File: src/rtl/cpu_pkg.sv
// Purpose: shared definitions for the multi-cycle CPU: opcodes, FSM states,
//          ALU selects, instruction field layout and a register-field check.
// Ports:   none (package).
package cpu_pkg;

  localparam int unsigned INSTR_W = 32;
  localparam int unsigned FIELD_W = 8;

  localparam logic [FIELD_W-1:0] OP_LOADI = 8'h00;
  localparam logic [FIELD_W-1:0] OP_MOV   = 8'h01;
  localparam logic [FIELD_W-1:0] OP_ADD   = 8'h02;
  localparam logic [FIELD_W-1:0] OP_SUB   = 8'h03;
  localparam logic [FIELD_W-1:0] OP_AND   = 8'h04;
  localparam logic [FIELD_W-1:0] OP_OR    = 8'h05;
  localparam logic [FIELD_W-1:0] OP_J     = 8'h06;
  localparam logic [FIELD_W-1:0] OP_BEQ   = 8'h07;

  typedef enum logic [1:0] {
    ST_FETCH     = 2'd0,
    ST_DECODE    = 2'd1,
    ST_EXECUTE   = 2'd2,
    ST_WRITEBACK = 2'd3
  } state_e;

  typedef enum logic [1:0] {
    ALU_FWD = 2'd0,
    ALU_ADD = 2'd1,
    ALU_AND = 2'd2,
    ALU_OR  = 2'd3
  } alu_op_e;

  // Instruction word layout: OP[31:24], RD/OFFSET[23:16], RT[15:8], RS/IMM[7:0].
  typedef struct packed {
    logic [FIELD_W-1:0] op;
    logic [FIELD_W-1:0] rd;
    logic [FIELD_W-1:0] rt;
    logic [FIELD_W-1:0] rs;
  } instr_t;

  // True when a register field has no bits set above the index width.
  function automatic logic field_ok(input logic [FIELD_W-1:0] f, input int unsigned aw);
    if (aw >= FIELD_W) return 1'b1;
    return (f >> aw) == '0;
  endfunction

endpackage

File: src/rtl/cpu_multicycle_reg_file_p.sv
// Purpose: general register file, two combinational read ports, one debug
//          read port, one synchronous write port, synchronous clear.
// Ports:   i_clk, i_reset (sync, active-high); i_raddr_a/o_rdata_a,
//          i_raddr_b/o_rdata_b operand reads; i_dbg_addr/o_dbg_data debug
//          read; i_we/i_waddr/i_wdata write port.
module reg_file_p #(
  parameter int unsigned DATA_W = 8,
  parameter int unsigned NREG   = 8
) (
  input  logic                     i_clk,
  input  logic                     i_reset,
  input  logic [$clog2(NREG)-1:0]  i_raddr_a,
  output logic [DATA_W-1:0]        o_rdata_a,
  input  logic [$clog2(NREG)-1:0]  i_raddr_b,
  output logic [DATA_W-1:0]        o_rdata_b,
  input  logic [$clog2(NREG)-1:0]  i_dbg_addr,
  output logic [DATA_W-1:0]        o_dbg_data,
  input  logic                     i_we,
  input  logic [$clog2(NREG)-1:0]  i_waddr,
  input  logic [DATA_W-1:0]        i_wdata
);

  logic [DATA_W-1:0] r_regs [NREG];

  // Reset clear takes priority over a write on the same edge.
  always_ff @(posedge i_clk) begin
    if (i_reset) begin
      for (int i = 0; i < int'(NREG); i++) r_regs[i] <= '0;
    end else if (i_we) begin
      r_regs[i_waddr] <= i_wdata;
    end
  end

  assign o_rdata_a  = r_regs[i_raddr_a];
  assign o_rdata_b  = r_regs[i_raddr_b];
  assign o_dbg_data = r_regs[i_dbg_addr];

endmodule

File: src/rtl/cpu_multicycle.sv
// Purpose: parametrised multi-cycle CPU core, FETCH/DECODE/EXECUTE/WRITEBACK.
// Ports:   CLK, RESET (sync, active-high); PC current instruction address;
//          IMEM_READ fetch request; IMEM_BUSYWAIT fetch stall; INSTRUCTION
//          fetched word; ILLEGAL one-cycle pulse in WRITEBACK of an illegal
//          instruction; DBG_ADDR/DBG_DATA combinational register peek.
module cpu_multicycle
  import cpu_pkg::*;
#(
  parameter int unsigned DATA_W = 8,
  parameter int unsigned NREG   = 8
) (
  input  logic                    CLK,
  input  logic                    RESET,
  output logic [31:0]             PC,
  output logic                    IMEM_READ,
  input  logic                    IMEM_BUSYWAIT,
  input  logic [INSTR_W-1:0]      INSTRUCTION,
  output logic                    ILLEGAL,
  input  logic [$clog2(NREG)-1:0] DBG_ADDR,
  output logic [DATA_W-1:0]       DBG_DATA
);

  localparam int unsigned REG_AW = $clog2(NREG);

  state_e            r_state, w_next_state;
  instr_t            r_ir;
  logic [DATA_W-1:0] r_a, r_b, r_result;
  logic [31:0]       r_pc, r_target;
  alu_op_e           r_alu_op;
  logic              r_sub, r_use_imm, r_writes, r_is_j, r_is_beq, r_illegal_ins;
  logic              r_eq, r_illegal, r_imem_read;

  alu_op_e           w_alu_op;
  logic              w_sub, w_use_imm, w_writes, w_is_j, w_is_beq, w_legal;
  logic [DATA_W-1:0] w_rdata_a, w_rdata_b, w_imm_ext, w_opb, w_alu;
  logic [31:0]       w_target;
  logic              w_we;

  // State register.
  always_ff @(posedge CLK) begin
    if (RESET) r_state <= ST_FETCH;
    else       r_state <= w_next_state;
  end

  // Next-state logic.
  always_comb begin
    w_next_state = r_state;
    case (r_state)
      ST_FETCH:     if (!IMEM_BUSYWAIT) w_next_state = ST_DECODE;
      ST_DECODE:    w_next_state = ST_EXECUTE;
      ST_EXECUTE:   w_next_state = ST_WRITEBACK;
      ST_WRITEBACK: w_next_state = ST_FETCH;
      default:      w_next_state = ST_FETCH;
    endcase
  end

  // Opcode classification; an illegal instruction degrades to a NOP.
  always_comb begin
    w_alu_op  = ALU_FWD;
    w_sub     = 1'b0;
    w_use_imm = 1'b0;
    w_writes  = 1'b0;
    w_is_j    = 1'b0;
    w_is_beq  = 1'b0;
    w_legal   = 1'b1;
    case (r_ir.op)
      OP_LOADI: begin
        w_use_imm = 1'b1;
        w_writes  = 1'b1;
        w_legal   = field_ok(r_ir.rd, REG_AW);
      end
      OP_MOV: begin
        w_writes = 1'b1;
        w_legal  = field_ok(r_ir.rd, REG_AW) & field_ok(r_ir.rs, REG_AW);
      end
      OP_ADD, OP_SUB, OP_AND, OP_OR: begin
        w_writes = 1'b1;
        w_legal  = field_ok(r_ir.rd, REG_AW) & field_ok(r_ir.rt, REG_AW)
                 & field_ok(r_ir.rs, REG_AW);
        case (r_ir.op)
          OP_ADD:  w_alu_op = ALU_ADD;
          OP_SUB:  begin w_alu_op = ALU_ADD; w_sub = 1'b1; end
          OP_AND:  w_alu_op = ALU_AND;
          default: w_alu_op = ALU_OR;
        endcase
      end
      OP_J:   w_is_j = 1'b1;
      OP_BEQ: begin
        w_is_beq = 1'b1;
        w_legal  = field_ok(r_ir.rt, REG_AW) & field_ok(r_ir.rs, REG_AW);
      end
      default: w_legal = 1'b0;
    endcase
    if (!w_legal) begin
      w_writes = 1'b0;
      w_is_j   = 1'b0;
      w_is_beq = 1'b0;
    end
  end

  // Immediate mux, negation for sub, and the ALU.
  assign w_imm_ext = DATA_W'($signed(r_ir.rs));
  assign w_opb     = r_use_imm ? w_imm_ext : (r_sub ? (~r_b + DATA_W'(1)) : r_b);

  always_comb begin
    w_alu = w_opb;
    case (r_alu_op)
      ALU_FWD: w_alu = w_opb;
      ALU_ADD: w_alu = r_a + w_opb;
      ALU_AND: w_alu = r_a & r_b;
      ALU_OR:  w_alu = r_a | r_b;
      default: w_alu = w_opb;
    endcase
  end

  // Branch target: PC + 4 + sext(OFFSET) * 4, wrapping modulo 2^32.
  assign w_target = r_pc + 32'd4 + 32'($signed({r_ir.rd, 2'b00}));

  // Datapath registers, advanced per state.
  always_ff @(posedge CLK) begin
    if (RESET) begin
      r_pc          <= '0;
      r_ir          <= '0;
      r_a           <= '0;
      r_b           <= '0;
      r_result      <= '0;
      r_target      <= '0;
      r_eq          <= 1'b0;
      r_alu_op      <= ALU_FWD;
      r_sub         <= 1'b0;
      r_use_imm     <= 1'b0;
      r_writes      <= 1'b0;
      r_is_j        <= 1'b0;
      r_is_beq      <= 1'b0;
      r_illegal_ins <= 1'b0;
      r_illegal     <= 1'b0;
      r_imem_read   <= 1'b1;
    end else begin
      r_imem_read <= (w_next_state == ST_FETCH);
      r_illegal   <= 1'b0;
      case (r_state)
        ST_FETCH: if (!IMEM_BUSYWAIT) r_ir <= INSTRUCTION;
        ST_DECODE: begin
          r_a           <= w_rdata_a;
          r_b           <= w_rdata_b;
          r_alu_op      <= w_alu_op;
          r_sub         <= w_sub;
          r_use_imm     <= w_use_imm;
          r_writes      <= w_writes;
          r_is_j        <= w_is_j;
          r_is_beq      <= w_is_beq;
          r_illegal_ins <= ~w_legal;
        end
        ST_EXECUTE: begin
          r_result  <= w_alu;
          r_eq      <= (r_a == r_b);
          r_target  <= w_target;
          r_illegal <= r_illegal_ins;
        end
        ST_WRITEBACK: begin
          r_pc <= (r_is_j | (r_is_beq & r_eq)) ? r_target : r_pc + 32'd4;
        end
        default: ;
      endcase
    end
  end

  assign w_we = (r_state == ST_WRITEBACK) & r_writes;

  reg_file_p #(.DATA_W(DATA_W), .NREG(NREG)) u_rf (
    .i_clk      (CLK),
    .i_reset    (RESET),
    .i_raddr_a  (REG_AW'(r_ir.rt)),
    .o_rdata_a  (w_rdata_a),
    .i_raddr_b  (REG_AW'(r_ir.rs)),
    .o_rdata_b  (w_rdata_b),
    .i_dbg_addr (DBG_ADDR),
    .o_dbg_data (DBG_DATA),
    .i_we       (w_we),
    .i_waddr    (REG_AW'(r_ir.rd)),
    .i_wdata    (r_result)
  );

  assign PC        = r_pc;
  assign IMEM_READ = r_imem_read;
  assign ILLEGAL   = r_illegal;

endmodule

File: config.mk
export PLATFORM = sky130hd
export DESIGN_NAME = cpu_multicycle
export DESIGN_NICKNAME = d
export VERILOG_FILES = /design/src/rtl/cpu_pkg.sv /design/src/rtl/cpu_multicycle_reg_file_p.sv /design/src/rtl/cpu_multicycle.sv
export SDC_FILE = /design/constraint.sdc
export NUM_CORES = 1
export LEC_CHECK = 0
export CORE_ASPECT_RATIO = 1.5
export CORE_MARGIN = 2
export CORE_UTILIZATION = 53
export CTS_BUF_LIST = sky130_fd_sc_hd__clkbuf_16
export CTS_CLUSTER_DIAMETER = 60
export DETAILED_ROUTE_END_ITERATION = 10
export PLACE_DENSITY = 0.7
export SYNTH_ARGS = -nofsm -noshare
export SYNTH_HDL_FRONTEND = slang
export SYNTH_HIERARCHICAL = 1
export SYNTH_SLANG_ARGS = --single-unit
File: constraint.sdc
create_clock -name CLK -period 4.05 [get_ports CLK]
set_clock_uncertainty 0.15 [all_clocks]
set_input_delay 0.6075 -clock CLK [delete_from_list [all_inputs] [get_ports CLK]]
set_output_delay 0.6075 -clock CLK [all_outputs]
set_load 0.01 [all_outputs]
-- Word-level counts from Yosys, hierarchy flattened
Memories as Yosys holds them, arrays and structs flattened. A register that Yosys moved wholly into a read port is not among the register bits.
Index checks and enable logic that the tools add are counted.
- add/sub/neg operators: 4
- equality and inequality tests: 14
- muxes and demuxes: 26
- bitwise gates (word level): 13
- reduce and logical (&&, ||, !) cells: 13
- operators by type and width (cell ; count):
    $add A32 B3 Y32 const B ; 1
    $add A32 B32 Y32 ; 1
    $eq A8 B3 Y1 const B ; 4
    $logic_not A8 Y1 ; 4
    $mux W32 ; 1
    $pmux W8 S4 ; 1
    $mux W8 ; 3
    $eq A8 B2 Y1 const B ; 2
    $mux W1 ; 15
    $add A8 B1 Y8 const B ; 1
    $add A8 B8 Y8 ; 1
    $and A8 B8 Y8 ; 1
    $eq A2 B2 Y1 const B ; 4
    $eq A8 B1 Y1 const B ; 1
    $eq A8 B8 Y1 ; 1
    $not A8 Y8 ; 1
    $or A8 B8 Y8 ; 1
    $pmux W2 S4 ; 1
    $reduce_or A8 Y1 ; 1
    $and A1 B1 Y1 ; 6
    $logic_not A2 Y1 ; 3
    $reduce_or A6 Y1 ; 1
    $pmux W1 S5 ; 1
    $eq A2 B1 Y1 const B ; 2
    8 further kinds ; 12
- register bits: 117
- bits in writable memories: 64
- logic and storage cells: 89
- memories kept: 1
- memory list (name ; depth ; bits a word ; rd ports ; clocked after memory_dff ; write ports ; RTL line ; text):
    u_rf.r_regs ; 8 ; 8 ; 3 ; 2 ; 8 ; cpu_multicycle_reg_file_p.sv:23 ; logic [DATA_W-1:0] r_regs [NREG];

-- Logic depth before layout (Yosys ltp)
- word-level depth: 7
- depth in mapped cells: 17
- gate-level depth less buffers: 16

-- Cells and area by module
The synthesis kept the hierarchy.
- by module, submodules not included (module ; times used ; cells an instance ; area each (µm²)):
    cpu_multicycle ; 1 ; 1077 ; 8484.4
    reg_file_p ; 1 ; 251 ; 4065.1

-- Least setup slack after synthesis
OpenSTA, ideal clock, no wires.
- kind: register to register
- start point: register r_pc[2] (netlist: PC[2])
- end point: register r_target[27]
- library setup time: 0.092 ns
- data arrival time: 3.468 ns
- data required time: 3.808 ns
- setup slack: 0.340 ns
- cell stages (with the launch flop): 16
- buffers on the path: 1
- cell sequence: dfxtp_1 -> ha_1 -> nand4_1 -> nor2_1 -> and4_1 -> and3_1 -> and3_1 -> xor2_1 -> ha_1 -> clkbuf_1 -> nand2_1 -> or4_1 -> o211ai_1 -> a21oi_1 -> and2_1 -> o32ai_1
- longest elaborated chain between the ends: 2
- ends and longest elaborated chain (what ; RTL line ; text):
    start, declared ; cpu_multicycle.sv:28 ; logic [31:0] r_pc, r_target;
    start signal, assigned ; cpu_multicycle.sv:161 ; r_pc <= (r_is_j | (r_is_beq & r_eq)) ? r_target : r_pc + 32'd4;
    $add A32 B3 Y32 ; cpu_multicycle.sv:117 ; assign w_target = r_pc + 32'd4 + 32'($signed({r_ir.rd, 2'b00}));
    $add A32 B32 Y32 ; cpu_multicycle.sv:117 ;
    end signal, assigned ; cpu_multicycle.sv:157 ; r_target <= w_target;
    end, declared ; cpu_multicycle.sv:28 ;
Every way passes these cells.
A chain may end at the register's enable or synchronous reset.

-- Final worst setup path
- start point: register r_pc[3] (netlist: PC[3])
- end point: register r_target[29]
The elaborated chain is that of the path after synthesis.

==> results_dict.tcl <==
set metrics [dict create \
    core_sq_um 23500 \
    hold_violations 0 \
    reg2reg_depth 14 \
    drtPass1Iterations 5 \
    peakVddDrop_mv 0.311 \
    dieArea_sq_um 25000 \
    fin_crit_sh_pct 93.8 \
    wl_per_cell_um 19.6 \
    cap_violations 0 \
    endpoint_kind "flop" \
    antenna_cells 0 \
    slew_violations 0 \
    ios 80 \
    ys_ff_latch 197 \
    portBuffers 79 \
    antenna_found_initial 0 \
    mappedNetlistNets 1428 \
    avgViaCountPerCell 6.02 \
    syn_to_final_growth_pct 13.4 \
    dp_cells 1674 \
    status "completed" \
    fin_crit_ps 3800 \
    required_ps 4260 \
    die_w_um 130 \
    clockBufferDepth 2 \
    grt_usage_pct 27.4 \
    cp_max_fo 5 \
    grt_max_degree 67 \
    std_cell_rows 69 \
    rr_startpoint "PC[3]" \
    synth_area_sq_um 12500 \
    yosysUniqueCellTypes 77 \
    critPathArrivalTime_ps 4010 \
    holdPathEnd "r_ir[29]" \
    clk_latency_ps 450 \
    cts_inserted_buffers 17 \
    ant_nets 0 \
    postSynthCellCount 1328 \
    drtIter0Drc 656 \
    gp_congestion 0.879 \
    cts.clk_slew.worst_paths_ps 70 \
    drc_errors 0 \
    yosysWarningCount 6 \
    start_kind "flop" \
    r2r_setup_slack_ps 250 \
    syn_avg_cell_area_sq_um 9.45 \
    whs_ps 304 \
    slew_headroom_pct 28.5 \
    grt.overflow.total 0 \
    reg2reg_to "r_target[29]" \
    worst_pin_slew_ps 1070 \
    p_leak_nw 5.38 \
    grt_pass1_wl_um 52900 \
    vias 10300 \
    holdCritStartpoint "r_ir[29]" \
    post-dp-hpwl_um 24500 \
    wl_um 33600 \
    instances_no_fill 1709 \
    htreeDepth 4 \
    powerDensity_nw_per_um2 401 \
    fmax_mhz 263 \
    setup_violations 0 \
    synth_edf_count 64 \
    finalPower_w 0.00571 \
    hp-class "reg2reg" \
    nNetsFinal 1477 \
    hold_depth 2 \
    cts-root-buf "clkbuf_16" \
    yosysSeqAreaShare_pct 36.5 \
    crit_type "reg2reg" \
    die_y_um 192 \
    synth_ff_type "dfxtp_1" \
    grt_pass1_vias 10100 \
    start_util_pct 53.4 \
    cts_tree "done" \
    synthArstFlopShare_pct 0 \
    clock-sinks 197 \
    layout-drive-gt1-share_pct 10.1 \
]
[per-layer routing]
metal	up-vias	wire length (um)	part of all wire [%]	global-route usage, %
met3	65	1040	3.1	3.69
met5	-	0	0	0
met4	0	1090	3.3	11.0
met1	4998	13400	40	30.8
met2	247	18100	54	51.5
li1	4978	-	-	-
[synth_stat cells (4+ instances only)]
cell / n / share of area, %
nand2_1: 159 / 4.8
dfxtp_1: 133 / 21
nor2_1: 122 / 3.6
a21oi_1: 91 / 3.6
nor3_1: 75 / 3.0
edfxtp_1: 64 / 15
clkbuf_1: 60 / 1.8
ha_1: 60 / 6.0
o21ai_0: 44 / 1.8
mux2i_1: 42 / 3.3
inv_1: 41 / 1.2
mux4_1: 41 / 8.6
xnor2_1: 35 / 2.4
nand3_1: 29 / 1.2
mux2_2: 27 / 2.4
a22oi_1: 21 / 1.3
xor2_1: 20 / 1.4
buf_1: 16 / 0.48
nand2b_1: 16 / 0.80
a21o_1: 14 / 0.84
and3_1: 14 / 0.70
nand4_1: 14 / 0.70
mux4_2: 13 / 2.3
o31ai_1: 13 / 0.78
o21bai_1: 12 / 0.72
a22o_1: 10 / 0.70
buf_2: 10 / 0.40
o211ai_1: 9 / 0.54
clkinv_1: 8 / 0.24
nor2b_1: 8 / 0.40
a211oi_1: 7 / 0.42
or4_1: 7 / 0.42
nor4_1: 6 / 0.30
o41ai_1: 6 / 0.42
and2_1: 5 / 0.25
o22ai_1: 5 / 0.25
buf_6: 4 / 0.36
nand3b_1: 4 / 0.24
[critical path: stages (launching register included)]
cell and delay, ps:
dfxtp_1 400, ha_1 190, nand4_1 220, nor2_4 200, and4_2 290, and3_1 240, and3_1 230, xor2_1 180
ha_1 290, a21o_1 220, o21bai_1 190, a21oi_1 190, o211ai_1 160, a211o_1 310, o311ai_1 250
[worst max path at each step]
| stage | endpoint | from |
|---|---|---|
| floorplan | r_target[27] | PC[2] |
| global placement | r_target[28] | PC[3] |
| detailed placement | r_target[28] | PC[3] |
| CTS | r_target[28] | PC[3] |
| global route | r_target[29] | PC[3] |
| finish | r_target[29] | PC[3] |
[what timing repair did]
| item | in CTS | in global routing |
|---|---|---|
| setup buffers | 0 | 3 |
| setup endpoints to repair | 0 | 7 |
| gates resized for setup | 0 | 9 |
| hold buffers | 0 | 0 |
[cells in the final DEF, fill, tap and decap left out, drive strengths merged, types with 6 or more instances in the layout]
cell | Yosys | layout
nand4 | 14 | 14
edfxtp | 64 | 64
xor2 | 20 | 20
a22oi | 21 | 21
nand3 | 29 | 29
mux2 | 27 | 27
clkinv | 8 | 14
o21ai | 47 | 47
dfxtp | 133 | 133
o211ai | 10 | 10
and3 | 14 | 14
or4 | 7 | 7
a22o | 10 | 10
nor2b | 8 | 8
clkdlybuf4s50 | 0 | 78
xnor2 | 35 | 35
clkbuf | 60 | 17
a21oi | 91 | 91
nand2 | 159 | 159
mux4 | 54 | 54
buf | 35 | 47
mux2i | 42 | 42
nand2b | 16 | 16
o21bai | 12 | 12
nor3 | 76 | 76
o31ai | 13 | 13
nor4 | 6 | 6
ha | 60 | 60
a211oi | 8 | 8
inv | 41 | 49
a21o | 15 | 15
nor2 | 122 | 122
o41ai | 6 | 6
[state kept, by name, indices dropped and copies added (netlist names), 2 cells and up]
| register | flops |
|---|---|
| PC | 32 |
| w_imm_ext | 8 |
| r_b | 8 |
| u_rf/r_regs | 64 |
| r_alu_op | 2 |
| r_state | 2 |
| r_a | 8 |
| r_ir | 24 |
| r_result | 8 |
| r_target | 32 |
[logic make-up (layout without fill, tap and decap cells)]
kind of cell             after synthesis  in the layout  share of synthesized area, %
flip-flops                           197            197                          36.5
XOR/XNOR                              55             55                          3.84
buffers and inverters                144            206                          5.09
adder cells (fa/ha/maj)               62             62                          6.30
multiplexers                         123            123                          16.7
AND/OR/NAND/NOR                      477            477                          17.5
AO/OA/AOI/OAI                        270            270                          14.1
[power breakdown]
group | switching [W] | leakage, nW | total (W) | internal, W
sequential | 0.000193 | 1.74 | 0.00240 | 0.00221
clock | 0.000793 | 0.281 | 0.00165 | 0.000852
combinational | 0.000959 | 3.36 | 0.00166 | 0.000703
[layout make-up]
cell class	instances	area, sq um
fill	2067	9250
tap	319	399
timing repair buffer	125	1150
clock buffer	17	425
inverter	49	184
sequential	197	4590
clock inverter	15	125
multi-input combinational	987	7370
[metrics by stage]
stage               setup TNS [ps]  setup WS (ps)  area, sq um  util, %
floorplan                        0            340        12500        -
global route                 -63.3          -22.4        14200     60.6
CTS                              0           66.5        14200     60.4
finish                           0            249        14200     60.6
global placement                 0            198        13600     58.0
detailed placement               0            125        13600     58.0
No activity file was read; power rests on OpenSTA's default activity.
